### src/rtl/id_flush_ctrl_if.sv
// Hazard/flush control bundle between the SCPU pipeline and id_flush_ctrl.
// The pipeline side (master) drives EX/ID/MEM status; the controller (slave)
// returns stall, flush and NOP-select controls plus debug visibility.
interface id_flush_ctrl_if;
    logic       ex_redirect;
    logic       ex_is_mret;
    logic       ex_trap;
    logic       ex_is_load;
    logic [4:0] ex_rd;
    logic [4:0] id_rs1;
    logic [4:0] id_rs2;
    logic       id_use_rs1;
    logic       id_use_rs2;
    logic       dmem_ready;

    logic       pc_stall;
    logic       ifid_stall;
    logic       idex_flush;
    logic       exmem_stall;
    logic       id_inst_sel_nop;
    logic [1:0] squash_cnt;
    logic [1:0] ctrl_state;

    modport master (
        output ex_redirect, ex_is_mret, ex_trap, ex_is_load, ex_rd,
               id_rs1, id_rs2, id_use_rs1, id_use_rs2, dmem_ready,
        input  pc_stall, ifid_stall, idex_flush, exmem_stall,
               id_inst_sel_nop, squash_cnt, ctrl_state
    );

    modport slave (
        input  ex_redirect, ex_is_mret, ex_trap, ex_is_load, ex_rd,
               id_rs1, id_rs2, id_use_rs1, id_use_rs2, dmem_ready,
        output pc_stall, ifid_stall, idex_flush, exmem_stall,
               id_inst_sel_nop, squash_cnt, ctrl_state
    );
endinterface

### src/rtl/id_flush_ctrl.sv
// Pipeline hazard and flush sequencer for the 5-stage SCPU.
// Chooses per cycle whether the ID instruction passes or becomes a NOP, and
// raises PC/IF-ID/EX-MEM stalls and the ID/EX load bubble. Control outputs
// are combinational from the registered state/counter and the current inputs.
module id_flush_ctrl #(
    parameter int unsigned REDIRECT_SLOTS = 2,
    parameter int unsigned TRAP_SLOTS     = 2,
    parameter logic [31:0] NOP_INST       = 32'h00000013
) (
    input  logic           clk,
    input  logic           rst,
    id_flush_ctrl_if.slave bus
);

    // Reject slot counts the 2-bit counter cannot sequence, and a NOP
    // encoding that is not an OP-IMM instruction.
    if (REDIRECT_SLOTS < 1 || REDIRECT_SLOTS > 3 ||
        TRAP_SLOTS < 1 || TRAP_SLOTS > 3 ||
        NOP_INST[6:0] != 7'b0010011) begin : g_bad_params
        $error("id_flush_ctrl: illegal parameter values");
    end

    typedef enum logic [1:0] {
        RUN      = 2'd0,
        SQUASH   = 2'd1,
        MEM_WAIT = 2'd2
    } state_e;

    // Remaining squash slots after the event cycle itself.
    localparam logic [1:0] REDIRECT_LOAD = 2'(REDIRECT_SLOTS - 1);
    localparam logic [1:0] TRAP_LOAD     = 2'(TRAP_SLOTS - 1);

    state_e     state_q, state_d;
    logic [1:0] cnt_q, cnt_d;

    logic       load_use;
    logic       any_event;
    logic [1:0] load_val;

    // Hazard detection and event classification.
    always_comb begin
        load_use  = bus.ex_is_load && (bus.ex_rd != 5'd0) &&
                    ((bus.id_use_rs1 && (bus.id_rs1 == bus.ex_rd)) ||
                     (bus.id_use_rs2 && (bus.id_rs2 == bus.ex_rd)));
        any_event = bus.ex_trap || bus.ex_is_mret || bus.ex_redirect;
        load_val  = (bus.ex_trap || bus.ex_is_mret) ? TRAP_LOAD : REDIRECT_LOAD;
    end

    // Next-state/counter and combinational control outputs.
    always_comb begin
        state_d             = state_q;
        cnt_d               = cnt_q;
        bus.pc_stall        = 1'b0;
        bus.ifid_stall      = 1'b0;
        bus.idex_flush      = 1'b0;
        bus.exmem_stall     = 1'b0;
        bus.id_inst_sel_nop = 1'b0;
        bus.squash_cnt      = 2'd0;
        bus.ctrl_state      = 2'd0;

        if (rst) begin
            state_d = RUN;
            cnt_d   = '0;
        end else begin
            bus.ctrl_state = state_q;
            case (state_q)
                // The first ready cycle of MEM_WAIT is evaluated exactly as RUN.
                RUN, MEM_WAIT: begin
                    if (!bus.dmem_ready) begin
                        bus.pc_stall    = 1'b1;
                        bus.ifid_stall  = 1'b1;
                        bus.exmem_stall = 1'b1;
                        state_d         = MEM_WAIT;
                    end else if (any_event) begin
                        bus.id_inst_sel_nop = 1'b1;
                        bus.squash_cnt      = load_val;
                        cnt_d               = load_val;
                        state_d             = (load_val != 2'd0) ? SQUASH : RUN;
                    end else if (load_use) begin
                        bus.pc_stall   = 1'b1;
                        bus.ifid_stall = 1'b1;
                        bus.idex_flush = 1'b1;
                        state_d        = RUN;
                    end else begin
                        state_d = RUN;
                    end
                end
                // Memory stalls inside a window keep SQUASH with a frozen counter.
                SQUASH: begin
                    bus.id_inst_sel_nop = 1'b1;
                    bus.squash_cnt      = (cnt_q != 2'd0) ? cnt_q - 2'd1 : 2'd0;
                    if (!bus.dmem_ready) begin
                        bus.pc_stall    = 1'b1;
                        bus.ifid_stall  = 1'b1;
                        bus.exmem_stall = 1'b1;
                    end else if (any_event) begin
                        cnt_d   = load_val;
                        state_d = (load_val != 2'd0) ? SQUASH : RUN;
                    end else begin
                        cnt_d   = (cnt_q != 2'd0) ? cnt_q - 2'd1 : 2'd0;
                        state_d = (cnt_q <= 2'd1) ? RUN : SQUASH;
                    end
                end
                default: begin
                    state_d = RUN;
                    cnt_d   = '0;
                end
            endcase
        end
    end

    // State and squash counter registers.
    always_ff @(posedge clk) begin
        if (rst) begin
            state_q <= RUN;
            cnt_q   <= '0;
        end else begin
            state_q <= state_d;
            cnt_q   <= cnt_d;
        end
    end

endmodule

### src/flat_wrapper.sv
// flat-port wrapper written by rule: the top's interface ports become plain ports
module id_flush_ctrl_flat 
#(
    parameter int unsigned REDIRECT_SLOTS = 2,
    parameter int unsigned TRAP_SLOTS     = 2,
    parameter logic [31:0] NOP_INST       = 32'h00000013
)
  (clk, rst, bus_ex_redirect, bus_ex_is_mret, bus_ex_trap, bus_ex_is_load, bus_ex_rd, bus_id_rs1, bus_id_rs2, bus_id_use_rs1, bus_id_use_rs2, bus_dmem_ready, bus_pc_stall, bus_ifid_stall, bus_idex_flush, bus_exmem_stall, bus_id_inst_sel_nop, bus_squash_cnt, bus_ctrl_state);
  id_flush_ctrl_if bus_i ();
  input  logic clk;
  input  logic rst;
  input wire logic [$bits(bus_i.ex_redirect)-1:0] bus_ex_redirect;
  input wire logic [$bits(bus_i.ex_is_mret)-1:0] bus_ex_is_mret;
  input wire logic [$bits(bus_i.ex_trap)-1:0] bus_ex_trap;
  input wire logic [$bits(bus_i.ex_is_load)-1:0] bus_ex_is_load;
  input wire logic [$bits(bus_i.ex_rd)-1:0] bus_ex_rd;
  input wire logic [$bits(bus_i.id_rs1)-1:0] bus_id_rs1;
  input wire logic [$bits(bus_i.id_rs2)-1:0] bus_id_rs2;
  input wire logic [$bits(bus_i.id_use_rs1)-1:0] bus_id_use_rs1;
  input wire logic [$bits(bus_i.id_use_rs2)-1:0] bus_id_use_rs2;
  input wire logic [$bits(bus_i.dmem_ready)-1:0] bus_dmem_ready;
  output wire logic [$bits(bus_i.pc_stall)-1:0] bus_pc_stall;
  output wire logic [$bits(bus_i.ifid_stall)-1:0] bus_ifid_stall;
  output wire logic [$bits(bus_i.idex_flush)-1:0] bus_idex_flush;
  output wire logic [$bits(bus_i.exmem_stall)-1:0] bus_exmem_stall;
  output wire logic [$bits(bus_i.id_inst_sel_nop)-1:0] bus_id_inst_sel_nop;
  output wire logic [$bits(bus_i.squash_cnt)-1:0] bus_squash_cnt;
  output wire logic [$bits(bus_i.ctrl_state)-1:0] bus_ctrl_state;
  assign bus_i.ex_redirect = bus_ex_redirect;
  assign bus_i.ex_is_mret = bus_ex_is_mret;
  assign bus_i.ex_trap = bus_ex_trap;
  assign bus_i.ex_is_load = bus_ex_is_load;
  assign bus_i.ex_rd = bus_ex_rd;
  assign bus_i.id_rs1 = bus_id_rs1;
  assign bus_i.id_rs2 = bus_id_rs2;
  assign bus_i.id_use_rs1 = bus_id_use_rs1;
  assign bus_i.id_use_rs2 = bus_id_use_rs2;
  assign bus_i.dmem_ready = bus_dmem_ready;
  assign bus_pc_stall = bus_i.pc_stall;
  assign bus_ifid_stall = bus_i.ifid_stall;
  assign bus_idex_flush = bus_i.idex_flush;
  assign bus_exmem_stall = bus_i.exmem_stall;
  assign bus_id_inst_sel_nop = bus_i.id_inst_sel_nop;
  assign bus_squash_cnt = bus_i.squash_cnt;
  assign bus_ctrl_state = bus_i.ctrl_state;
  id_flush_ctrl #(.REDIRECT_SLOTS(REDIRECT_SLOTS), .TRAP_SLOTS(TRAP_SLOTS), .NOP_INST(NOP_INST)) u_core (.clk(clk), .rst(rst), .bus(bus_i));
endmodule
### config.mk
export PLATFORM = sky130hd
export DESIGN_NAME = id_flush_ctrl_flat
export DESIGN_NICKNAME = d
export VERILOG_FILES = /design/src/rtl/id_flush_ctrl_if.sv /design/src/rtl/id_flush_ctrl.sv /design/src/flat_wrapper.sv
export SDC_FILE = /design/constraint.sdc
export NUM_CORES = 1
export LEC_CHECK = 0
export ABC_CLOCK_PERIOD_IN_PS = 1270
export BUFFER_PORTS_ARGS = -buffer_cell sky130_fd_sc_hd__buf_2
export CELL_PAD_IN_SITES_DETAIL_PLACEMENT = 1
export CELL_PAD_IN_SITES_GLOBAL_PLACEMENT = 1
export CORE_MARGIN = 4
export CORE_UTILIZATION = 24
export CTS_BUF_LIST = sky130_fd_sc_hd__clkbuf_8 sky130_fd_sc_hd__clkbuf_16
export DETAILED_ROUTE_END_ITERATION = 12
export HOLD_SLACK_MARGIN = 0.12
export PLACE_DENSITY_LB_ADDON = 0.1
export SETUP_SLACK_MARGIN = 0.05
export SLEW_MARGIN = 10
export SYNTH_ARGS = -nofsm -noshare
export SYNTH_HDL_FRONTEND = slang
export SYNTH_SLANG_ARGS = --single-unit
### constraint.sdc
create_clock -name clk -period 1.27 [get_ports clk]
set_clock_uncertainty 0.1 [all_clocks]
set_input_delay 0.0635 -clock clk [delete_from_list [all_inputs] [get_ports clk]]
set_output_delay 0.0635 -clock clk [all_outputs]
set_load 0.01 [all_outputs]
==> results, run 1 <==
- TritonCTS built the clock tree.
- The count of pins on the block boundary is 33.
- In the layout the commonest cells are sky130_fd_sc_hd__buf_2 (30), sky130_fd_sc_hd__xor2_1 (7), sky130_fd_sc_hd__nor2b_1 (5), sky130_fd_sc_hd__buf_4 (5), sky130_fd_sc_hd__nor2_1 (4).
- The final reports fail on negative setup slack.
- The count of nets left with antenna violations once routing finished came out at 0.
- The tree is rooted in a sky130_fd_sc_hd__clkbuf_8.
- The max-capacitance violation count is 0.
- The final layout contains 119 nets.
- The number of stages on the worst hold path is 4.
- The repair_antennas step left the layout with diodes totalling 0.
- For this run the aggregate overflow at the end of global routing stands at 0.
- The uppermost layer routed is met3.
- The placer congestion estimate is 0.701.
- The clock latency reported for the late side of the worst-skew pair is 210 ps.
- The average size of a mapped cell is 7.60 um2.
- The total design power is 596 uW.
- The post-synthesis sequential element count is 4.
- The routed design could run at a clock period as short as 1310 ps.
- The floorplan step defined a core boundary enclosing 0.00156 mm2.
- The standard-cell row count is 14.
- The worst setup path is captured at a primary output.
- The count of final hold-check violations is 0.
- The distinct cell type count after synthesis is 26.
- The endpoint arrival time on the critical path is 1150 ps.
- The floorplan die height is 49.4 um.
- The number of antenna violations at the first check in global routing is 0.
- For this run, the leading register cell type out of synthesis is sky130_fd_sc_hd__dfxtp_1.
- Leaving out fill and tap cells, the most frequent cell in the layout is sky130_fd_sc_hd__buf_2.
- The post-synthesis to final-layout area growth is 80.5%.
- In this run the worst hold path is classified as input pin to flip-flop.
- At the pin with the least slew margin, the transition time is 280 ps.
- Using the TritonRoute via totals, the vias-per-cell ratio works out to 4.71.
- The classification of the worst setup path is flip-flop to primary output.
- The share of the Yosys chip area taken by registers is 0.195.
- The launching element type of the critical path is a flip-flop.
- Summed over all nets, the half-perimeter wirelength after detailed placement is 1120 um.
- Before antenna repair, the detailed router went through 4 iterations.
- For this block, wires on met1 add up to 624 um.
- The share of the synthesized area in the top cell type is 0.195.
- The mapped netlist covers 410 um2.
- The number of nets in the synthesized netlist is 78.
- The clock buffer count from CTS is 3.
- In the post-synthesis netlist, the biggest area contributors are sky130_fd_sc_hd__dfxtp_1 (20%), sky130_fd_sc_hd__xor2_1 (17%), sky130_fd_sc_hd__nor2b_1 (9.1%).
- Setup repair after global routing could not meet its margin everywhere.
- The number of global-route vias before repair came to 498.
- For this run, the number of Yosys warnings is 0.
- Dividing total power by cell area gives a power density of 805 mW/mm2.
- The highest clock frequency the design can meet is 0.763 GHz.
- The number of input and output port buffers inserted is 32.
- The clock net sink count is 4.
- The wire length per cell after detailed routing is 12.5 um.
- The synthesized instance count is 54.
- The fraction of layout instances using a drive strength above 1 is 0.559.
- For this run, design rule violations remaining after detail routing come to 0.
- Headroom to the max-slew limit came out at 0.812.
- IR analysis of the VDD net gives a maximum drop of 0.777 mV.
- In the post-route analysis, the smallest setup slack over all paths is -40.0 ps.
- For this run, the total global-route usage over all layers was measured as 0.114.
- The max-slew violation count is 0.
- STA puts the critical path data required time at 1110 ps.
- For this run, asynchronously set or reset flops after synthesis account for 0.
- The layout has 206 filler cells.
- From left edge to right edge, the die measures 49.4 um.
- The post-layout instance area is 741 um2.
- The first global-routing pass estimated 2150 um of wire.
- The met2 wire length is 639 um.
- The detailed router's first-iteration violation count is 3.
- The synthesized design spends more area on one cell type than any other, namely sky130_fd_sc_hd__dfxtp_1.
- The total met3 wirelength after detailed routing is 96 um.
- The placed instances occupy a cell area of 621 um2.
- The number of H-tree branching levels is 1.
- Of all nets on the critical path, the largest fanout is 8.
- The flow ran to the end, but the final reports show violations.
- The fraction of the cycle the final worst path needs is 1.03.
- Counting flops with a built-in enable in the synthesized netlist gives 0.
- The starting density of the core is 0.263.
- The final count of negative-setup-slack endpoints is 3.
- Counting cells, the worst reg-to-reg path comes to 3.
- Clock-pin slew was measured on the worst setup and hold paths at 30 ps.
- The routed design has 1360 um of wire.
- Entering global routing, the biggest net connects 10 pins.
- The leakage power is 0.000358 uW.
- The via count is 513.
- The longest clock path from root to sink contains 2 buffers.
- The area enclosed by the die boundary is 0.00244 mm2.
-- metal layers --
| metal | up-vias | track usage |
|---|---|---|
| li1 | 265 | - |
| met1 | 232 | 0.137 |
| met2 | 16 | 0.183 |
| met3 | 0 | 0.0336 |
| met4 | 0 | 0.0569 |
| met5 | - | 0 |
-- area by class of cell --
cell class / count / area, um2 / share of cell area
inverters: 1 / 3.75 / 0.00507
multi-input cells: 46 / 360 / 0.486
flip-flops and latches: 4 / 85.1 / 0.115
repair buffers: 39 / 230 / 0.311
clock buffers: 3 / 41.3 / 0.0557
well taps: 16 / 20.0 / 0.0270
-- state kept, by name (all words and copies together) (netlist names) --
register / flops
u_core.cnt_q: 2
u_core.state_q: 2
-- cells by family (layout without fill, tap and decap cells) --
logic type	count (synthesis)	in the layout	share of synthesized area
and+or+nand+nor	25	25	0.354
AOI/OAI and AO/OA	11	11	0.189
xor gates and xnor gates	10	10	0.213
DFF	4	4	0.195
buffers and inverters	4	43	0.0488
-- where the power goes --
group	total (uW)	internal, uW	switching, uW	leakage, uW
registers	150	135	14.8	0.0000339
logic	187	101	86.2	0.000302
clock network	259	201	57.6	0.0000216
total	596	438	159	0.000358
-- worst paths after layout --
path | start | to | slack, ps
setup / recovery | u_core.state_q[0]$_SDFFE_PP0P_ | bus_idex_flush | -40
hold / removal | bus_ex_redirect | u_core.state_q[0]$_SDFFE_PP0P_ | 160
setup reg to reg | u_core.state_q[0]$_SDFFE_PP0P_ | u_core.cnt_q[0]$_SDFFE_PP0P_ | 200
hold reg to reg | u_core.cnt_q[0]$_SDFFE_PP0P_ | u_core.cnt_q[0]$_SDFFE_PP0P_ | 400
-- through the flow --
step	hold slack (ps)	TNS, ps	instances	setup WS [ps]	utilization
finish	161	-68.3	109	-40.0	0.475
global route	202	-319	109	-84.1	0.475
CTS	171	-76.8	109	-32.4	0.455
detailed placement	300	-258	103	-92.4	0.398
global placement	306	-104	103	-45.2	0.398
floorplan	40.3	0	54	52.2	-
-- critical path, stage by stage, from the launching register on --
cell and delay (ps):
sky130_fd_sc_hd__dfxtp_4 360, sky130_fd_sc_hd__nor2_2 80, sky130_fd_sc_hd__nand4_1 140, sky130_fd_sc_hd__nor3b_2 200, sky130_fd_sc_hd__buf_2 150
-- Yosys cell counts (2+ instances only) --
cell / count
sky130_fd_sc_hd__xnor2_1: 2
sky130_fd_sc_hd__nand2_1: 2
sky130_fd_sc_hd__a21oi_1: 2
sky130_fd_sc_hd__o21bai_1: 2
sky130_fd_sc_hd__nor2b_1: 6
sky130_fd_sc_hd__xor2_1: 8
sky130_fd_sc_hd__nor2_1: 6
sky130_fd_sc_hd__and3_1: 2
sky130_fd_sc_hd__o21ai_0: 2
sky130_fd_sc_hd__nor3_1: 3
sky130_fd_sc_hd__dfxtp_1: 4
-- what timing repair did --
| item | CTS | global route |
|---|---|---|
| buffers inserted | 1 | 0 |
| gates resized for setup | 6 | 7 |
| endpoints found under the setup margin | 7 | 6 |
| hold buffers | 2 | 0 |
| endpoints found under the hold margin | 2 | 0 |
| pin swaps | 7 | 5 |
No activity file was read; power rests on OpenSTA's default activity.
==> run 2, diff against run 1 <==
ABC_AREA = 1   (was default)
CORE_ASPECT_RATIO = 1.4   (was default)
==> run 2 against run 1 <==
Core utilization fell by 8.2 points. Critical path type unchanged. Setup slack gained 24 ps. The run still ends with negative setup slack left. First-iteration DRC count shrank 33%.
==> results, run 2 <==
- The CTS tree is built.
- The clock-pin slew on the worst setup and hold paths is 30 ps.
- The synthesized design contains 0 enable-type register cells.
- The worst slew slack as a fraction of its limit is 0.848.
- Sorting the synthesized cells by area gives the leading types as sky130_fd_sc_hd__nand2_1 (31%), sky130_fd_sc_hd__inv_1 (18%), sky130_fd_sc_hd__dfxtp_1 (16%).
- The cell area that synthesis handed to floorplanning was 514 um2.
- The power per unit of standard cell area is 799 mW/mm2.
- sky130_fd_sc_hd__nand2_1 is the most common cell in the netlist.
- The final count of negative-setup-slack endpoints is 1.
- The worst setup path is of the flip-flop to primary output kind.
- The tightest hold path in the finished design has a slack of 127 ps.
- The first global-routing pass estimated 2880 um of wire.
- The maximum single-stage delay on the critical path is 360 ps.
- The number of cells on the worst reg-to-reg path is 7.
- The average size of a mapped cell is 4.76 um2.
- The worst setup slack after layout is -15.7 ps.
- The maximum fanout along the worst path is 4.
- When the netlist entered floorplanning its net count stood at 132.
- The endpoint arrival time on the critical path is 1120 ps.
- From synthesis to final layout, the design area changed by 52.8%.
- For this block, the initial DRC count from the detailed router was 2.
- Setup repair after global routing could not meet its margin everywhere.
- The floorplan step defined a die boundary enclosing 0.00296 mm2.
- The launching element type of the critical path is a flip-flop.
- The instance area after placement is 686 um2.
- The number of detailed-routing iterations run before antenna repair is 2.
- The root buffer cell chosen for the clock tree is sky130_fd_sc_hd__clkbuf_8.
- The overall routing resource usage is 0.135.
- Summing over every cut layer, the via total after detailed routing is 750.
- After detailed routing, the number of remaining DRC violations is 0.
- Across all register-to-register paths, the minimum setup slack is 140 ps.
- The run finished, with violations left.
- The share of synthesized area in the top cell type comes to 0.307.
- The synthesized instance count is 108.
- The number of H-tree branching levels is 1.
- The fraction of the cycle the final worst path needs is 1.01.
- The final layout contains routed wiring with a total length of 1760 um.
- The path with the worst hold slack has its endpoint at u_core.cnt_q[1]$_SDFFE_PP0P_.
- The final reports fail on negative setup slack.
- The cell with the biggest individual delay on the critical path is sky130_fd_sc_hd__dfxtp_4.
- The clock buffer count from CTS is 3.
- Subtracting the final worst setup slack from the clock period gives 1290 ps.
- The count of nets left with antenna violations once routing finished came out at 0.
- Static timing analysis puts the maximum clock frequency at 0.778 GHz.
- The count of filler cells inserted in the layout is 306.
- For this design the top-level I/O count stands at 33.
- Dividing the detail-routed wire length by the instance count gives 10.6 um.
- The hold path startpoint is rst.
- The leading cell type in the layout, fill and taps excluded is sky130_fd_sc_hd__nand2_1.
- Leaving out fill and tap cells, the most frequent cells in the layout are sky130_fd_sc_hd__nand2_1 (41), sky130_fd_sc_hd__buf_2 (32), sky130_fd_sc_hd__inv_1 (23), sky130_fd_sc_hd__nor2_1 (16), sky130_fd_sc_hd__nand3_1 (6).
- The placer congestion estimate is 0.829.
- In this run the tool buffered the top-level ports with 32 buffer cells.
- The floorplan die width is 47.1 um.
- In this run the critical register-to-register path is launched from u_core.state_q[0]$_SDFFE_PP0P_.
- The number of antenna violations at the first check in global routing is 0.
- The post-synthesis sequential element count is 4.
- Of the cells placed in the final design, the portion with a size suffix greater than 1 is 0.352.
- Dividing the detail-routed via count by the number of cells gives 4.52.
- By count the netlist is led by sky130_fd_sc_hd__nand2_1 (42), sky130_fd_sc_hd__inv_1 (25), sky130_fd_sc_hd__nor2_1 (18).
- The HPWL reported at the end of detailed placement is 1450 um.
- The type of destination of the critical path is a primary output.
- Entering global routing, the biggest net connects 8 pins.
- The count of warnings emitted by yosys is 0.
- The maximum clock insertion buffer count is 2.
- The overflow left after global routing is 0.
- The share of the Yosys chip area taken by registers is 0.156.
- The number of global-route vias before repair is 765.
- The standard-cell row count is 19.
- At the pin with the least slew margin, the transition time is 226 ps.
- VDD sags by at most 0.286 mV.
- The max-slew violation count is 0.
- The main flop type after synthesis is sky130_fd_sc_hd__dfxtp_1.
- The floorplan die height is 62.8 um.
- Counting flops with an async set or reset pin after synthesis yields a share of 0.
- The core area is 0.00200 mm2.
- The distinct cell type count after synthesis is 12.
- The clock latency reported for the late side of the worst-skew pair is 220 ps.
- Summed over all instances, the cell type with the most area after synthesis is sky130_fd_sc_hd__nand2_1.
- The end of the worst register-to-register path is u_core.state_q[0]$_SDFFE_PP0P_.
- The number of stages on the worst hold path is 4.
- Across the run, the number of max-cap violations was 0.
- STA puts the critical path data required time at 1110 ps.
- The count of final hold-check violations was 0.
- The net count of the finished layout is 171.
- The antenna cell count is 0.
- The critical path goes through inv_2, nor2_4, inv_2, nand2_1, nand2_1, nor2_1, buf_2.
- The finished cells cover 786 um2.
- The starting density of the core is 0.258.
- In the final layout, the registers with the most flip-flops are u_core.cnt_q: 2 flops, u_core.state_q: 2 flops.
- The min-delay analysis places its worst path in the category input pin to flip-flop.
- Summed over all cells, the static leakage comes to 0.000533 uW.
- The clock net sink count is 4.
[run 2: changes by cell type after synthesis, sizes merged, moves of 2 or more]
cell	delta
a21oi	-2
and3	-2
inv	+26
nand2	+40
nand3	+6
nor2	+13
nor2b	-6
o21ai	+3
o21bai	-2
xnor2	-2
xor2	-8
[run 2: logic make-up after synthesis]
family	Yosys count	share of synthesized area
compound gates	5	0.0487
buf+inv	29	0.226
flops	4	0.156
simple gates	70	0.569
[run 2: area by class of cell]
type | count | area [um2] | area share
sequential | 4 | 87.6 | 0.111
timing repair buffer | 36 | 195 | 0.248
inverter | 27 | 101 | 0.129
clock buffer | 3 | 41.3 | 0.0525
multi-input combinational | 75 | 334 | 0.425
tap | 21 | 26.3 | 0.0334
[run 2: worst max-delay path by stage]
stage,end,slack [ps],startpoint
2_1_floorplan,bus_pc_stall,120,u_core.state_q[0]$_SDFFE_PP0P_
3_3_place_gp,u_core.cnt_q[0]$_SDFFE_PP0P_,120,u_core.cnt_q[1]$_SDFFE_PP0P_
3_5_place_dp,u_core.cnt_q[0]$_SDFFE_PP0P_,110,u_core.state_q[0]$_SDFFE_PP0P_
4_1_cts,bus_idex_flush,-10,u_core.state_q[0]$_SDFFE_PP0P_
5_1_grt,bus_ifid_stall,-110,u_core.state_q[0]$_SDFFE_PP0P_
6_report,bus_squash_cnt[0],-20,u_core.state_q[0]$_SDFFE_PP0P_
[run 2: critical path: cells and delay by family, from the launching register on]
kind	cells	cell delay (ps)
AND/OR/NAND/NOR	4	300
buffers and inverters	3	250
flip-flops	1	360
[run 2: report_power, final]
part           internal, uW  total (uW)  switching (uW)
registers               137         148            11.2
logic                  89.0         206             117
clock network           202         274            71.1
total                   429         628             199
[run 2: layer usage]
layer	track usage	vias up	wire, um
li1	-	385	-
met5	0	-	0
met4	0.100	0	51
met2	0.252	22	1040
met3	0.0288	5	114
met1	0.107	338	553
[run 2: timing repair]
item	in CTS	in global routing
gates resized for setup	12	1
setup endpoints to repair	6	7
hold buffers	2	0
gates cloned	0	0
hold endpoints to repair	2	0
pin swaps	4	3
setup buffers	2	0
[run 2: stage by stage]
stage / std cells / total power [uW] / setup TNS [ps] / util / setup slack, ps
2_1_floorplan: 108 / 254 / 0 / - / 124
3_3_place_gp: 159 / 324 / 0 / 0.343 / 124
3_5_place_dp: 159 / 330 / 0 / 0.343 / 110
4_1_cts: 166 / 636 / -12.8 / 0.392 / -12.4
5_1_grt: 166 / 671 / -494 / 0.393 / -107
6_report: 166 / 628 / -15.7 / 0.393 / -15.7
==> run 3, diff against run 2 <==
RECOVER_POWER = 100   (was default)
==> run 3 against run 2 <==
Clock power is essentially flat. Setup slack about the same. Global-route usage unchanged. Largest cell class unchanged. Fmax about the same. Power decreased by 0.16%. Combinational power is essentially flat. Via count stayed put. Flip-flop and latch count unchanged. Clock-buffer cell count did not move. Sequential share of layout area is 0.12 points lower. The flow still finishes with violations (negative setup slack).
==> results, run 3 (synthesis results as in run 2) <==
- The flow ran to the end, but the final reports show violations.
- The post-route DRC violation count is 0.
- In the global route stage, overall resource usage came out at 0.135.
- The number of cells on the worst reg-to-reg path is 7.
- The clock latency reported for the late side of the worst-skew pair is 220 ps.
- The floorplan die width is 47.1 um.
- The launching element type of the critical path is a flip-flop.
- From synthesis to final layout, the design area changed by 52.3%.
- By startpoint and endpoint, the worst setup path is classified as flip-flop to primary output.
- The final count of negative-setup-slack endpoints is 3.
- The global-route wire length before repair is 2880 um.
- The maximum clock insertion buffer count is 2.
- The hold path startpoint is rst.
- The min-delay analysis places its worst path in the category input pin to flip-flop.
- The endpoint arrival time on the critical path is 1120 ps.
- The cell with the biggest individual delay on the critical path is sky130_fd_sc_hd__dfxtp_4.
- The maximum number of pins on one net before global-route repair is 8.
- TritonCTS built the clock tree.
- The clock buffer count from CTS is 3.
- Once routing completed, OpenROAD measured the worst setup slack at -15.8 ps.
- The placer congestion estimate is 0.829.
- The clock-pin slew on the worst setup and hold paths is 30 ps.
- The number of global-route vias before repair is 765.
- Global routing finished with a remaining overflow of 0.
- In the routed layout, each cell is associated on average with a via count of 4.52.
- The tool flagged a number of max-cap violations equal to 0.
- The power per unit of standard cell area is 800 mW/mm2.
- The maximum single-stage delay on the critical path is 360 ps.
- The final layout contains 171 nets.
- The remaining antenna violation count after routing is 0.
- The repair_antennas step left the layout with diodes totalling 0.
- The maximum fanout along the worst path is 4.
- The final standard cell utilization of the core is 0.392.
- The number of H-tree branching levels is 1.
- The final wirelength is 1760 um.
- The floorplan die height is 62.8 um.
- The highest clock frequency the design can meet is 0.778 GHz.
- The detailed router's first-iteration violation count is 2.
- In the finished design, the share of the clock period the worst path needs comes to 1.01.
- Along the worst hold path, the cell count comes to 4.
- The core area is 0.00200 mm2.
- The HPWL reported at the end of detailed placement is 1450 um.
- STA classifies the critical path endpoint as a primary output.
- The number of antenna violations at the first check in global routing is 0.
- The fraction of layout instances using a drive strength above 1 is 0.338.
- The count of final hold-check violations is 0.
- At the pin with the least slew margin, the transition time is 226 ps.
- After layout, the minimum clock period comes to 1290 ps.
- The worst slew slack as a fraction of its limit is 0.848.
- For this design the static power due to leakage is 0.000529 uW.
- The origin of the critical flop-to-flop path is u_core.state_q[1]$_SDFFE_PP0P_.
- The clock tree root driver cell is sky130_fd_sc_hd__clkbuf_8.
- Setup repair after global routing could not meet its margin everywhere.
- For this block, the via count after detailed routing is 750.
- The number of detailed-routing iterations run before antenna repair is 2.
- In the final layout, the registers with the most flip-flops are u_core.cnt_q: 2 flops, u_core.state_q: 2 flops.
- The checks that failed: negative setup slack.
- The number of input and output port buffers inserted is 32.
- Dividing the detail-routed wire length by the instance count gives 10.6 um.
- Row generation in the floorplan step produced 19 rows.
- The leading cell type in the layout, fill and taps excluded is sky130_fd_sc_hd__nand2_1.
- Across the VDD grid, the largest voltage drop is 0.285 mV.
- 33 I/O pins were placed.
- The area enclosed by the die boundary is 0.00296 mm2.
- CTS saw 4 sinks.
- For this configuration, the core starts out at a cell density of 0.258.
- Hold is met by 127 ps.
- The max-slew violation count was 0.
- At the worst endpoint, the required time is 1110 ps.
- For hold timing, the worst endpoint is u_core.cnt_q[1]$_SDFFE_PP0P_.
- The worst register-to-register path has a setup slack of 130 ps.
- In the layout the commonest cells are sky130_fd_sc_hd__nand2_1 (41), sky130_fd_sc_hd__buf_2 (30), sky130_fd_sc_hd__inv_1 (23), sky130_fd_sc_hd__nor2_1 (16), sky130_fd_sc_hd__nand3_1 (6).
- The critical path goes through inv_2, nor2_4, inv_2, nand2_1, nand2_1, nor2_1, buf_2.
- In this run the critical register-to-register path is captured at u_core.cnt_q[0]$_SDFFE_PP0P_.
-- run 3: changes by cell type in the layout (fill, tap and decap cells not counted) --
cell	change
sky130_fd_sc_hd__buf_2	-2
sky130_fd_sc_hd__clkbuf_1	+1
sky130_fd_sc_hd__clkbuf_2	+1
sky130_fd_sc_hd__dfxtp_1	+1
sky130_fd_sc_hd__dfxtp_2	-1
-- run 3: worst max-delay path, delay by kind of cell, from the launching register on --
kind / cells / cell delay (ps)
flops: 1 / 360
simple gates: 4 / 300
buf+inv: 3 / 250
-- run 3: through the flow --
stage / worst slack (ps) / power [uW] / area [um2] / setup TNS [ps] / instances
floorplan: 124 / 254 / 514 / 0 / 108
CTS: -12.4 / 636 / 783 / -12.8 / 166
global route: -110 / 670 / 783 / -509 / 166
detailed placement: 110 / 330 / 686 / 0 / 159
finish: -15.8 / 627 / 783 / -23.1 / 166
global placement: 124 / 324 / 686 / 0 / 159
-- run 3: final cells by class --
class                      count  area, um2
inverter                      27        101
tap                           21       26.3
clock buffer                   3       41.3
timing repair buffer          36        194
sequential                     4       86.3
fill                         307       1210
multi-input combinational     75        334
-- run 3: worst max-delay path by stage --
stage | startpoint | to | cells past startpoint
finish | u_core.state_q[0]$_SDFFE_PP0P_ | bus_squash_cnt[0] | 7
global route | u_core.state_q[1]$_SDFFE_PP0P_ | bus_ifid_stall | 6
CTS | u_core.state_q[0]$_SDFFE_PP0P_ | bus_idex_flush | 6
detailed placement | u_core.state_q[0]$_SDFFE_PP0P_ | u_core.cnt_q[0]$_SDFFE_PP0P_ | 7
global placement | u_core.cnt_q[1]$_SDFFE_PP0P_ | u_core.cnt_q[0]$_SDFFE_PP0P_ | 6
floorplan | u_core.state_q[0]$_SDFFE_PP0P_ | bus_pc_stall | 6
-- run 3: power breakdown --
group / switching, uW / internal, uW
Clock: 71.1 / 202
Combinational: 117 / 88.3
Sequential: 11.2 / 137
-- run 3: repair_timing --
item / CTS / global route
endpoints found under the hold margin: 2 / 0
pin swaps: 4 / 3
endpoints found under the setup margin: 6 / 7
setup buffers: 2 / 0
gates resized for setup: 12 / 1
hold buffers: 2 / 0
-- run 3: layer usage --
layer / vias to the layer above / wire length (um) / share of wire / global-route usage
li1: 385 / - / - / -
met1: 338 / 554 / 0.32 / 0.107
met2: 22 / 1040 / 0.59 / 0.252
met3: 5 / 115 / 0.065 / 0.0288
met4: 0 / 51 / 0.029 / 0.100
met5: - / 0 / 0 / 0
